### src/rtl/fir_cfg_pkg.sv
// Shared configuration for the polyphase FIR interpolator: loader state encoding,
// coefficient-count derivation and address-width helper.
package fir_cfg_pkg;

  typedef enum logic [2:0] {
    ST_IDLE  = 3'd0,
    ST_LOAD  = 3'd1,
    ST_FLUSH = 3'd2,
    ST_DONE  = 3'd3,
    ST_ERR   = 3'd4
  } fir_state_e;

  // A symmetric filter of order ORD stores only half of its taps.
  function automatic int num_coeffs(input int ord);
    return (ord + 1) >> 1;
  endfunction

  function automatic int addr_width(input int n);
    return (n <= 1) ? 1 : $clog2(n);
  endfunction

endpackage

### src/rtl/fir_coeff_loader_load_watchdog.sv
// load_watchdog: counts consecutive enabled cycles without a clear and flags the
// cycle on which the count would reach TIMEOUT.
module load_watchdog #(
  parameter int TIMEOUT = 1024
) (
  input  logic clk,
  input  logic nrst,
  input  logic clr,
  input  logic en,
  output logic expired
);

  localparam int TW = $clog2(TIMEOUT + 1);

  logic [TW-1:0] count_reg;

  always_ff @(posedge clk) begin
    if (!nrst) begin
      count_reg <= '0;
    end else if (clr) begin
      count_reg <= '0;
    end else if (en) begin
      count_reg <= count_reg + 1'b1;
    end
  end

  // Fires on the TIMEOUT-th stalled cycle so the owner leaves LOAD on that edge.
  assign expired = en && !clr && (count_reg == TW'(TIMEOUT - 1));

endmodule

### src/rtl/fir_coeff_loader.sv
// fir_coeff_loader: streams a half-table of symmetric FIR coefficients into the
// interpolator write port. Optional checksum word: define FIR_COEFF_LOADER_CSUM_EN.
module fir_coeff_loader
  import fir_cfg_pkg::*;
#(
  parameter int ORD        = 255,
  parameter int COEFF_SIZE = 16,
  parameter int TIMEOUT    = 1024,
  localparam int NUM       = num_coeffs(ORD),
  localparam int AW        = addr_width(NUM)
) (
  input  logic                  clk,
  input  logic                  nrst,
  input  logic                  start,
  input  logic [COEFF_SIZE-1:0] s_data,
  input  logic                  s_valid,
  output logic                  s_ready,
  output logic                  c_we,
  output logic [AW-1:0]         c_addr,
  output logic [COEFF_SIZE-1:0] c_in,
  output logic                  busy,
  output logic                  done,
  output logic                  err
);

  fir_state_e state_reg, state_next;

  logic [AW-1:0]         cnt_reg, cnt_next;
  logic [AW-1:0]         c_addr_reg, c_addr_next;
  logic [COEFF_SIZE-1:0] c_in_reg, c_in_next;
  logic                  c_we_reg, c_we_next;
  logic                  s_ready_reg, busy_reg, done_reg, err_reg;

  logic hs, start_ok, last_word, wd_clr, wd_en, wd_expired;
  logic csum_phase, csum_match;

  assign hs        = s_valid & s_ready_reg;
  assign start_ok  = start && (state_reg inside {ST_IDLE, ST_DONE, ST_ERR});
  assign last_word = (cnt_reg == AW'(NUM - 1));

  // Timer restarts on every accepted word and whenever LOAD is (re)entered.
  assign wd_en  = (state_reg == ST_LOAD);
  assign wd_clr = (state_reg != ST_LOAD) || hs;

  load_watchdog #(
    .TIMEOUT (TIMEOUT)
  ) u_watchdog (
    .clk     (clk),
    .nrst    (nrst),
    .clr     (wd_clr),
    .en      (wd_en),
    .expired (wd_expired)
  );

`ifdef FIR_COEFF_LOADER_CSUM_EN
  localparam bit CSUM_EN = 1'b1;

  logic                  csum_phase_reg;
  logic [COEFF_SIZE-1:0] sum_reg;

  always_ff @(posedge clk) begin
    if (!nrst) begin
      csum_phase_reg <= 1'b0;
      sum_reg        <= '0;
    end else if (start_ok) begin
      csum_phase_reg <= 1'b0;
      sum_reg        <= '0;
    end else begin
      if (state_reg == ST_FLUSH) csum_phase_reg <= 1'b1;
      if (hs && !csum_phase_reg) sum_reg <= sum_reg + s_data;
    end
  end

  assign csum_phase = csum_phase_reg;
  assign csum_match = (s_data == sum_reg);
`else
  localparam bit CSUM_EN = 1'b0;

  assign csum_phase = 1'b0;
  assign csum_match = 1'b0;
`endif

  always_comb begin
    state_next  = state_reg;
    cnt_next    = cnt_reg;
    c_addr_next = c_addr_reg;
    c_in_next   = c_in_reg;
    c_we_next   = c_we_reg;

    case (state_reg)
      ST_IDLE, ST_DONE: state_next = start ? ST_LOAD : ST_IDLE;
      ST_ERR:           if (start) state_next = ST_LOAD;
      ST_LOAD: begin
        if (wd_expired) begin
          state_next = ST_ERR;
        end else if (hs) begin
          if (csum_phase) begin
            state_next = csum_match ? ST_DONE : ST_ERR;
          end else begin
            c_in_next   = s_data;
            c_addr_next = cnt_reg;
            c_we_next   = 1'b1;
            cnt_next    = cnt_reg + 1'b1;
            if (last_word) state_next = ST_FLUSH;
          end
        end
      end
      ST_FLUSH: begin
        c_we_next  = 1'b0;
        state_next = CSUM_EN ? ST_LOAD : ST_DONE;
      end
      default: state_next = ST_IDLE;
    endcase

    if (!(state_next inside {ST_LOAD, ST_FLUSH})) c_we_next = 1'b0;
    if (start_ok) cnt_next = '0;
  end

  always_ff @(posedge clk) begin
    if (!nrst) begin
      state_reg   <= ST_IDLE;
      cnt_reg     <= '0;
      c_addr_reg  <= '0;
      c_in_reg    <= '0;
      c_we_reg    <= 1'b0;
      s_ready_reg <= 1'b0;
      busy_reg    <= 1'b0;
      done_reg    <= 1'b0;
      err_reg     <= 1'b0;
    end else begin
      state_reg   <= state_next;
      cnt_reg     <= cnt_next;
      c_addr_reg  <= c_addr_next;
      c_in_reg    <= c_in_next;
      c_we_reg    <= c_we_next;
      s_ready_reg <= (state_next == ST_LOAD);
      busy_reg    <= (state_next inside {ST_LOAD, ST_FLUSH});
      done_reg    <= (state_next == ST_DONE);
      err_reg     <= (state_next == ST_ERR);
    end
  end

  assign s_ready = s_ready_reg;
  assign c_we    = c_we_reg;
  assign c_addr  = c_addr_reg;
  assign c_in    = c_in_reg;
  assign busy    = busy_reg;
  assign done    = done_reg;
  assign err     = err_reg;

endmodule

### config.mk
export PLATFORM = sky130hd
export DESIGN_NAME = fir_coeff_loader
export DESIGN_NICKNAME = d
export VERILOG_FILES = /design/src/rtl/fir_cfg_pkg.sv /design/src/rtl/fir_coeff_loader_load_watchdog.sv /design/src/rtl/fir_coeff_loader.sv
export SDC_FILE = /design/constraint.sdc
export NUM_CORES = 1
export LEC_CHECK = 0
export ABC_AREA = 1
export CAP_MARGIN = 20
export CORE_ASPECT_RATIO = 0.75
export CORE_UTILIZATION = 35
export CTS_CLUSTER_SIZE = 10
export DETAILED_ROUTE_END_ITERATION = 16
export SLEW_MARGIN = 15
export SYNTH_ARGS = -nofsm -noshare
export SYNTH_HDL_FRONTEND = slang
export SYNTH_HIERARCHICAL = 1
export SYNTH_SLANG_ARGS = --single-unit
### constraint.sdc
create_clock -name clk -period 2.4 [get_ports clk]
set_input_delay 0.36 -clock clk [delete_from_list [all_inputs] [get_ports clk]]
set_output_delay 0.36 -clock clk [all_outputs]
set_load 0.005 [all_outputs]
# Word level (Yosys, flattened, before mapping)
# Index checks and enable logic that the tools add are counted.
# classes
addsub	2
n_eq_ne	13
muxes	9
n_bitwise	3
n_reduce_logical	15
# ops
op	n
3-bit by 2-bit equality test with 1-bit output (second input constant)	4
3-bit 2-to-1 mux	4
3-bit one-hot mux with 4 select lines	1
11-bit by 1-bit adder with 11-bit output (second input constant)	1
11-bit by 10-bit equality test with 1-bit output (second input constant)	1
7-bit by 1-bit adder with 7-bit output (second input constant)	1
7-bit equality test (second input constant)	1
3-bit by 1-bit equality test with 1-bit output (second input constant)	2
3-bit equality test (second input constant)	2
3-bit AND reduction	2
2-bit OR reduction	3
2-bit inequality test (second input constant)	2
2-bit nonzero test	2
1-bit logical AND	3
3-bit logical NOT	1
1-bit 2-to-1 mux	3
3-bit by 1-bit inequality test with 1-bit output (second input constant)	1
3-bit nonzero test	1
1-bit inverter	2
1-bit one-hot mux with 2 select lines	1
2-bit AND reduction	1
1-bit bitwise AND	1
1-bit logical NOT	1
1-bit logical OR	1
# totals
ff_bits	49
inputBits	20
output_inout_bits	28
word_cells	52

# Depth between registers and ports, before layout
# Gate-level depths: netlist of the first run.
# logic_depth
depth_word	10
mapped_depth	13

# Modules after synthesis
# Netlist of the first run, hierarchy kept.
# by_module_without_submodules
module	instances	cells_per_inst	area_per_inst_um2	seq_area_each_um2
fir_coeff_loader	1	202	1497.7	760.7
load_watchdog	1	80	553.0	220.2

# Worst setup path before layout of the first run
# No wires, ideal clock.
# synth_timing
kind	flip-flop to flip-flop
from	reg state_reg[1]
to	reg c_in_reg[0] (netlist: c_in[0])
setup_ps	116
arrival_ps	1599
required_time_ps	2284
path_slack_ps	685
stages_incl_launch_ff	14
n_path_buf	1
period_less_slack_ps	1715
path_cell_list	dfxtp_1 -> inv_2 -> nand3_2 -> inv_2 -> nand3_2 -> nor2_4 -> nand3_2 -> nor2_1 -> nor2_1 -> nand2_4 -> clkinv_2 -> buf_4 -> nor2_1 -> nor2_1
# synth_between
word_cells_on_any_way	8
cone_classes	eq/ne (2); bitwise (1); reduce/logical (5)
# synth_rtl
item	line	rtl
from (decl)	fir_coeff_loader.sv:26	fir_state_e state_reg, state_next;
from (signal assigned)	fir_coeff_loader.sv:131	state_reg <= state_next;
3-bit by 1-bit equality test with 1-bit output	fir_coeff_loader.sv:42	assign wd_en = (state_reg == ST_LOAD);
via wd_en	fir_coeff_loader.sv:34	logic hs, start_ok, last_word, wd_clr, wd_en, wd_expired;
1-bit logical AND (2 in series)	fir_coeff_loader_load_watchdog.sv:28	assign expired = en && !clr && (count_reg == TW'(TIMEOUT - 1));
via wd_expired	fir_coeff_loader.sv:34	
1-bit inverter (no line)	n/a	
3-bit AND reduction (no line)	n/a	
to (signal assigned)	fir_coeff_loader.sv:134	c_in_reg <= c_in_next;
to (decl)	fir_coeff_loader.sv:30	logic [COEFF_SIZE-1:0] c_in_reg, c_in_next;
# The timed path passes the listed nets, and every way through them passes these cells.
# A chain may end at the register's enable or synchronous reset.

# Worst setup path after layout of the first run
# layout_timing
from	reg state_reg[1]
to	reg c_addr_reg[3] (netlist: c_addr[3])
# layout_between
word_cells_on_any_way	8
cone_classes	eq/ne (2); bitwise (1); reduce/logical (5)
# layout_rtl
item	line	rtl
3-bit by 1-bit equality test with 1-bit output	fir_coeff_loader.sv:42	
via wd_en	fir_coeff_loader.sv:34	
1-bit logical AND (2 in series)	fir_coeff_loader_load_watchdog.sv:28	
via wd_expired	fir_coeff_loader.sv:34	
1-bit inverter (no line)	n/a	
3-bit AND reduction (no line)	n/a	
to (signal assigned)	fir_coeff_loader.sv:133	c_addr_reg <= c_addr_next;
to (decl)	fir_coeff_loader.sv:29	logic [AW-1:0] c_addr_reg, c_addr_next;
# The timed path passes the listed nets, and every way through them passes these cells.

==> metrics.cfg, run 1 <==
[detailed_routing]
vias_per_cell = 4.46
route.antenna.remaining_nets = 0
avgRoutedWirePerCell_um = 10.7
drc = 0
vias = 1818
drt_iter0_markers = 65
drt_wl_total_um = 4370
drt_pre_antenna_iters = 4

[die]
initial_core_util = 0.373
rows = 23
die_area_um2 = 6170
die_h_um = 68.3
die_x_um = 90.4
core_area_um2 = 5500
ios = 48

[sta]
drv_slew = 0
rsz0062_at_grt = false
worst_clock_skew_ns = 0.00454
fmax_mhz = 502
slew_headroom = 0.799
worst_pin_slew_ns = 0.302
hold_viol = 0
setup_violations = 0
period_needed_ns = 1.99
finalSetupTns_ns = 0
finalCritPeriodShare = 0.830

[setup_path]
critPathArrivalTime_ns = 2.23
start_kind = flop
crit_slowest_cell = dfxtp_1
cpMostUsedCell = nand3_2
slowest_delay_ns = 0.34
cp-end-kind = flop
r2r_slack_ns = 0.41
cp.buffers_inverters = 3
critical_path.top_delay_family = simple AND/OR/NAND/NOR gates
worst-setup-path-type = flop to flop
cp.required_ns = 2.64
crit_fanout = 30
path_cells = inv_2, nand3_2, inv_2, nand3_2, nor2_4, nand3_2, nor2_1, nor2_1, nand2_4, buf_4, nand2_1, a21oi_1

[worst_hold_path]
hp-class = flop to flop

[cts]
clockRootBuffer = clkbuf_8
clk_latency_ns = 0.30
cts_max_level = 2
cts_num_sinks = 49
cts_buffers = 5
clk_pin_slew_ns = 0.09
cts_hold_buf = 0
cts_tree = done
cts_buffer_depth = 2

[placed_design]
place_congestion = 0.743
place_hpwl_um = 3130
postPlaceCellArea_um2 = 2590
place.port_buffers = 47
dp.cells = 400

[logic_synthesis]
syn_avg_cell_area_um2 = 7.27
synth_nets = 304
ys_seq_elements = 49
synth_cell_type_count = 25
synth_warnings = 6
synthCells = 282
netlist_area_um2 = 2050
yosysSeqAreaShare = 0.478

[power_and_ir_drop]
p_sw_frac = 0.228
comb_power_share = 0.084
p_leak_nw = 0.986
cellPowerDensity_nw_per_um2 = 579
clock_power_share = 0.383
switchingPower_w = 0.000359
ir_drop_mv = 0.243
p_int_w = 0.00121
seqPwrFrac = 0.533

[final_layout]
final.fill_count = 544
drive_gt1_frac = 0.0691
final_cell_mix = nor2_1, nand2_1, dfxtp_1
fin_area_um2 = 2710
largest_reg_flops = 16
antenna_cells = 0
layout_commonest_cell = nor2_1
final_net_count = 354
areaGrowthSynthToFinish_pct = 32.2
fin_cells = 408

[global_route]
antenna_found_initial = 0
grt_pass1_wl_um = 7580
grt_pass1_vias = 1664
grt_usage = 0.155
overflow = 0
grt_max_degree = 32

[flow_run]
drv_cap = 0

[status]
status = finished, final reports clean

-- power groups by stage --
stage | registers [W] | clock network [W] | logic [W]
5_1_grt | 0.000840 | 0.000653 | 0.000148
4_1_cts | 0.000837 | 0.000624 | 0.000133
3_3_place_gp | 0.000856 | 0 | 0.000134
6_report | 0.000837 | 0.000601 | 0.000132
2_1_floorplan | 0.000857 | 0 | 0.0000587
3_5_place_dp | 0.000856 | 0 | 0.000132
-- cells by family (layout without fill, tap and decap cells) --
group	Yosys count	in the layout	share of synthesized area
flip-flops	49	49	0.478
AND/OR/NAND/NOR	151	151	0.313
AO/OA/AOI/OAI	43	43	0.108
XOR/XNOR	4	4	0.0171
buffers and inverters	33	84	0.0714
adder cells (fa/ha/maj)	2	2	0.0122
-- synth_stat cells --
| master | number | area [um^2] |
|---|---|---|
| nand3b_1 | 1 | 7.51 |
| o21ai_1 | 1 | 5.00 |
| o21ai_0 | 22 | 110 |
| nand3_2 | 4 | 40.0 |
| nor2_4 | 2 | 22.5 |
| nand2_4 | 1 | 11.3 |
| clkbuf_2 | 2 | 10.0 |
| a21oi_1 | 17 | 85.1 |
| clkinv_2 | 1 | 5.00 |
| clkbuf_1 | 2 | 7.51 |
| inv_1 | 21 | 78.8 |
| nand3_1 | 11 | 55.1 |
| buf_4 | 3 | 22.5 |
| ha_1 | 2 | 25.0 |
| inv_2 | 3 | 11.3 |
| o21a_1 | 2 | 15.0 |
| xor2_1 | 2 | 17.5 |
| buf_6 | 1 | 11.3 |
| nand2_1 | 61 | 229 |
| nor3_1 | 2 | 10.0 |
| xnor2_1 | 2 | 17.5 |
| dfxtp_1 | 49 | 981 |
| nor2_1 | 66 | 248 |
| a31oi_1 | 1 | 6.26 |
| nand4_1 | 3 | 18.8 |
-- timing repair --
item	in CTS	in global routing
endpoints found under the setup margin	0	3
setup buffers	0	0
gates resized for setup	0	1
-- final cells by class --
class,count,area (um^2),share of cell area
clock inverters,3,46.3,0.0171
clock buffers,5,68.8,0.0254
multi-input cells,200,923,0.341
well taps,75,93.8,0.0346
repair buffers,51,500,0.185
inverters,25,96.3,0.0355
flip-flops and latches,49,981,0.362
-- metrics by stage --
stage	total power (W)	util	setup WS [ns]	hold WS, ns
floorplan	0.000915	-	0.685	0.438
global placement	0.000990	0.472	0.311	0.450
detailed placement	0.000988	0.472	0.273	0.459
CTS	0.00159	0.493	0.260	0.473
global route	0.00164	0.493	0.106	0.498
finish	0.00157	0.493	0.407	0.469
-- path summary, 6_finish.rpt --
check,startpoint,to,depth (start not counted)
hold / removal,u_watchdog/count_reg[10],u_watchdog/count_reg[10],2
setup reg to reg,state_reg[1],c_addr[3],12
setup / recovery,state_reg[1],c_addr[3],12
hold reg to reg,u_watchdog/count_reg[10],u_watchdog/count_reg[10],2
-- layer usage --
layer / GRT usage / up-vias / wire [um]
met5: 0 / - / 0
met3: 0.0433 / 6 / 277
li1: - / 995 / -
met4: 0.0423 / 0 / 44
met1: 0.214 / 764 / 2370
met2: 0.237 / 53 / 1680
-- tightest hold or removal path: stages (launching register included) --
cell and delay, ns:
dfxtp_1 0.32, nand2_1 0.06, a21oi_1 0.05
No activity file was read; power rests on OpenSTA's default activity.
==> run 2, diff against run 1 <==
==> constraint.sdc (replaced) <==
create_clock -name clk -period 1.79 [get_ports clk]
set_input_delay 0.2685 -clock clk [delete_from_list [all_inputs] [get_ports clk]]
set_output_delay 0.2685 -clock clk [all_outputs]
set_load 0.005 [all_outputs]
==> run 2 against run 1 <==
Count of clock-buffer cells in the layout did not move. Critical path type unchanged. Non-clock buffer count rose by 10. Clock power rose by 10%. Total power rose by 26%. Routed wire length rose by 4.2%. Critical endpoint is now c_we.
==> metrics.cfg, run 2 (synthesis gave the netlist of run 1 again) <==
[global_route]
antenna_found_initial = 0
grt_pass1_vias = 1547
overflow = 0
grt_max_degree = 32
grt_usage = 0.150
grt_pass1_wl_um = 7220

[placed_design]
place_congestion = 0.735
place.port_buffers = 47
place_hpwl_um = 3150
pre_cts_ws_ns = 0.0288

[die]
rows = 23
die_h_um = 68.3
core_area_um2 = 5500
ios = 48
initial_core_util = 0.373
die_area_um2 = 6170
die_x_um = 90.4

[worst_hold_path]
min_from = u_watchdog/count_reg[0]
hp-class = flop to flop
worstHoldEndpoint = u_watchdog/count_reg[0]
hold_depth = 1

[cts]
cts_buffers = 5
clockRootBuffer = clkbuf_8
cts_max_level = 2
clk_pin_slew_ns = 0.09
cts_hold_buf = 0
cts_buffer_depth = 2
clk_latency_ns = 0.30
cts_tree = done
cts_num_sinks = 49

[setup_path]
cp.required_ns = 2.00
slowest_delay_ns = 0.36
critical_path.top_delay_family = simple AND/OR/NAND/NOR gates
worst-setup-path-type = flop to flop
cp-end-kind = flop
r2r_cells = 12
path_cells = ha_2, nand3_4, nor2_4, nand3_2, nor2_2, buf_4, inv_1, nand4_1, buf_4, nand3_1, nand3_1, nor2_1
start_kind = flop
rr_startpoint = u_watchdog/count_reg[0]
r2r_slack_ns = 0.11
crit_slowest_cell = dfxtp_2
critPathArrivalTime_ns = 1.89
r2r_end = c_we
crit_fanout = 4
cp.buffers_inverters = 3

[sta]
worst_slack_ns = 0.113
slew_headroom = 0.822
worst_clock_skew_ns = 0.00291
setup_violations = 0
hold_viol = 0
drv_slew = 0
fmax_mhz = 596
period_needed_ns = 1.68
finalCritPeriodShare = 0.937
worst_pin_slew_ns = 0.266
finalSetupTns_ns = 0

[power_and_ir_drop]
cellPowerDensity_nw_per_um2 = 703
p_leak_nw = 1.03
ir_drop_mv = 0.315

[final_layout]
areaGrowthSynthToFinish_pct = 37.3
antenna_cells = 0
drive_gt1_frac = 0.117
final_cell_mix = nor2_1, nand2_1, clkdlybuf4s50_1
layout_commonest_cell = nor2_1
largest_reg_flops = 16
final_net_count = 364

[flow_run]
drv_cap = 0

[detailed_routing]
route.antenna.remaining_nets = 0
vias = 1845
drt_pre_antenna_iters = 4
drt_iter0_markers = 124
vias_per_cell = 4.41
drc = 0
avgRoutedWirePerCell_um = 10.9
drt_wl_total_um = 4550

[status]
status = finished, final reports clean

==> run 2: changes by cell type in the layout (fill, tap and decap cells not counted), sizes merged <==
cell | previous run | this run
buf | 4 | 14
bufinv | 1 | 0
inv | 25 | 24
clkinvlp | 1 | 3
==> run 2: worst max path at each step <==
stage	startpoint	end	slack [ns]	cells after the start
2_1_floorplan	state_reg[1]	c_in[0]	0.08	13
4_1_cts	state_reg[1]	cnt_reg[6]	0.04	13
3_5_place_dp	s_valid	cnt_reg[6]	0.03	10
6_report	u_watchdog/count_reg[0]	c_we	0.11	12
3_3_place_gp	s_valid	c_addr[2]	0.08	9
5_1_grt	state_reg[1]	s_ready	-0.03	14
==> run 2: what timing repair did <==
item                                    in CTS  in global routing
resized for setup                            0                 10
endpoints found under the setup margin       0                 34
setup buffers                                0                  4
==> run 2: through the flow <==
stage / cell area [um^2] / hold WS [ns] / util / instances / total power [W]
after CTS: 2760 / 0.472 / 0.501 / 414 / 0.00200
after global routing: 2820 / 0.483 / 0.512 / 418 / 0.00207
after detailed placement: 2660 / 0.457 / 0.485 / 406 / 0.00134
final: 2820 / 0.450 / 0.512 / 418 / 0.00198
after global placement: 2660 / 0.450 / 0.485 / 406 / 0.00134
after floorplan: 2050 / 0.407 / - / 282 / 0.00123
==> run 2: cell type report <==
| cell class | instances | area, um^2 |
|---|---|---|
| clock inverters | 3 | 22.5 |
| clock buffers | 5 | 68.8 |
| flip-flops and latches | 49 | 986 |
| repair buffers | 61 | 601 |
| well taps | 75 | 93.8 |
| fillers | 550 | 2680 |
| multi-input cells | 200 | 946 |
| inverters | 25 | 97.6 |
==> run 2: where the power goes <==
group / internal [W] / switching [W]
registers: 0.00111 / 0.0000124
clock network: 0.000274 / 0.000387
logic: 0.000107 / 0.0000867
total: 0.00149 / 0.000486
==> run 2: layer usage <==
layer	routed length (um)	vias up	global-route usage
met1	2550	779	0.219
met5	0	-	0
met3	279	7	0.0444
met4	59	0	0.0685
met2	1660	51	0.198
li1	-	1008	-
==> run 2: worst register-to-register path: cells and delay by family (launching register included) <==
kind / cells / cell delay (ns)
flip-flops: 1 / 0.36
AND/OR/NAND/NOR: 8 / 0.72
buffers and inverters: 3 / 0.30
adder cells (fa/ha/maj): 1 / 0.21
==> run 3, diff against run 2 <==
--- a/config.mk
+++ b/config.mk
@@ -8,9 +8,10 @@
 export ABC_AREA = 1
 export CAP_MARGIN = 20
 export CORE_ASPECT_RATIO = 0.75
-export CORE_UTILIZATION = 35
+export CORE_UTILIZATION = 44
 export CTS_CLUSTER_SIZE = 10
 export DETAILED_ROUTE_END_ITERATION = 16
+export PLACE_DENSITY = 0.75
 export SLEW_MARGIN = 15
 export SYNTH_ARGS = -nofsm -noshare
 export SYNTH_HDL_FRONTEND = slang
==> run 3 against run 2 <==
Via count rose by 4.2%. Worst hold slack improved by 0.020 ns. Count of clock-buffer cells in the layout grew 3. Worst setup slack lost 0.019 ns. Final area decreased by 1.7%. Sequential power about the same. Die area decreased by 20%. Total power shrank 2.4%. Register-to-register slack got worse by 0.02 ns. Routed wire length down 2.8%. Largest cell class unchanged.
==> metrics.cfg, run 3 (synthesis gave the netlist of run 1 again) <==
[die]
rows = 21
die_x_um = 80.8
ios = 48
die_h_um = 61.1
initial_core_util = 0.459
die_area_um2 = 4940
core_area_um2 = 4470

[detailed_routing]
avgRoutedWirePerCell_um = 11.1
vias = 1923
drc = 0
drt_iter0_markers = 81
drt_pre_antenna_iters = 4
route.antenna.remaining_nets = 0
drt_wl_total_um = 4420
vias_per_cell = 4.83

[cts]
cts_tree = done
clk_latency_ns = 0.29
cts_num_sinks = 49
clockRootBuffer = clkbuf_8
cts_max_level = 2
cts_buffers = 5
cts_buffer_depth = 2
clk_pin_slew_ns = 0.08

[setup_path]
worst-setup-path-type = flop to flop
critPathArrivalTime_ns = 1.93
cp.required_ns = 2.02
crit_fanout = 3
start_kind = flop
cp-end-kind = flop

[final_layout]
final_net_count = 362
drive_gt1_frac = 0.0938
final.fill_count = 432
antenna_cells = 0
layout_commonest_cell = nor2_1
multiInputGateArea_um2 = 938
fin_util = 0.620
final_cell_mix = nor2_1, nand2_1, dfxtp_1, clkdlybuf4s50_1, inv_1
largest_reg_flops = 16
regArea_um2 = 983
fin_area_um2 = 2770
areaGrowthSynthToFinish_pct = 35.0

[sta]
drv_slew = 0
worst_clock_skew_ns = 0.00385
fmax_mhz = 590
hold_viol = 0
finalCritPeriodShare = 0.947
period_needed_ns = 1.70
setup_violations = 0
worst_pin_slew_ns = 0.272
slew_headroom = 0.819
finalSetupTns_ns = 0
worst_slack_ns = 0.0942

[global_route]
grt_pass1_vias = 1509
grt_usage = 0.180
grt_pass1_wl_um = 6620
antenna_found_initial = 0
grt_max_degree = 31
overflow = 0

[placed_design]
pre_cts_ws_ns = 0.00140
place.port_buffers = 47
place_hpwl_um = 3230
place_congestion = 0.804
postPlaceCellArea_um2 = 2660

[status]
status = finished, final reports clean

[power_and_ir_drop]
p_total_w = 0.00193
cellPowerDensity_nw_per_um2 = 698
ir_drop_mv = 0.601
p_leak_nw = 1.03

[flow_run]
drv_cap = 0

[worst_hold_path]
hp-class = flop to flop

-- run 3: cell types whose count changed in the layout (fill, tap and decap cells not counted), moves of 2 or more --
cell        before  now
nand3_2          2    4
clkbuf_1         0    3
dfxtp_1         45   47
dfxtp_2          4    2
buf_4           12    9
o21ai_1          1    3
clkinvlp_4       3    0
o21ai_0         22   20
-- run 3: per-layer routing --
metal,global-route usage,vias up,wire length (um),share of wire
met5,0,-,0,0
met4,0.0765,0,11,0.0025
met3,0.0533,2,264,0.060
met2,0.283,52,1970,0.44
met1,0.233,855,2180,0.49
li1,-,1014,-,-
-- run 3: critical path, stage by stage (launching register included) --
cell and delay, ns:
dfxtp_1 0.36, ha_1 0.22, nand3_4 0.10, nor2_4 0.11, nand3_2 0.09, nor2_2 0.13, buf_4 0.12, inv_1 0.04
nand4_1 0.10, nor2_1 0.05, nor2_1 0.13, nand2_1 0.09, nor2_1 0.08
-- run 3: where the power goes --
group | internal, W | switching (W)
logic | 0.000105 | 0.0000871
registers | 0.00111 | 0.0000115
clock network | 0.000278 | 0.000338
total | 0.00149 | 0.000436
-- run 3: layout make-up --
type | count | share of cell area
clock buffer | 8 | 0.0289
inverter | 25 | 0.0348
multi-input combinational | 200 | 0.339
sequential | 49 | 0.355
tap | 57 | 0.0258
timing repair buffer | 59 | 0.216
-- run 3: path summary, 6_finish.rpt --
kind | startpoint | end | slack (ns) | cells past startpoint
worst max-delay path | u_watchdog/count_reg[1] | s_ready | 0.09 | 12
worst min-delay path | c_addr[6] | c_addr[6] | 0.47 | 2
worst max register to register | u_watchdog/count_reg[1] | s_ready | 0.09 | 12
worst min register to register | c_addr[6] | c_addr[6] | 0.47 | 2
-- run 3: per-stage QoR --
step | hold slack [ns] | std cells
after global routing | 0.501 | 398
after floorplan | 0.407 | 282
after detailed placement | 0.456 | 389
final | 0.470 | 398
after CTS | 0.468 | 397
after global placement | 0.451 | 389
-- run 3: what timing repair did --
| item | 4_1_cts | 5_1_grt |
|---|---|---|
| setup endpoints to repair | 3 | 31 |
| pin swaps | 0 | 4 |
| setup buffers | 0 | 1 |
| resized for setup | 2 | 6 |
| hold buffers | 0 | 0 |
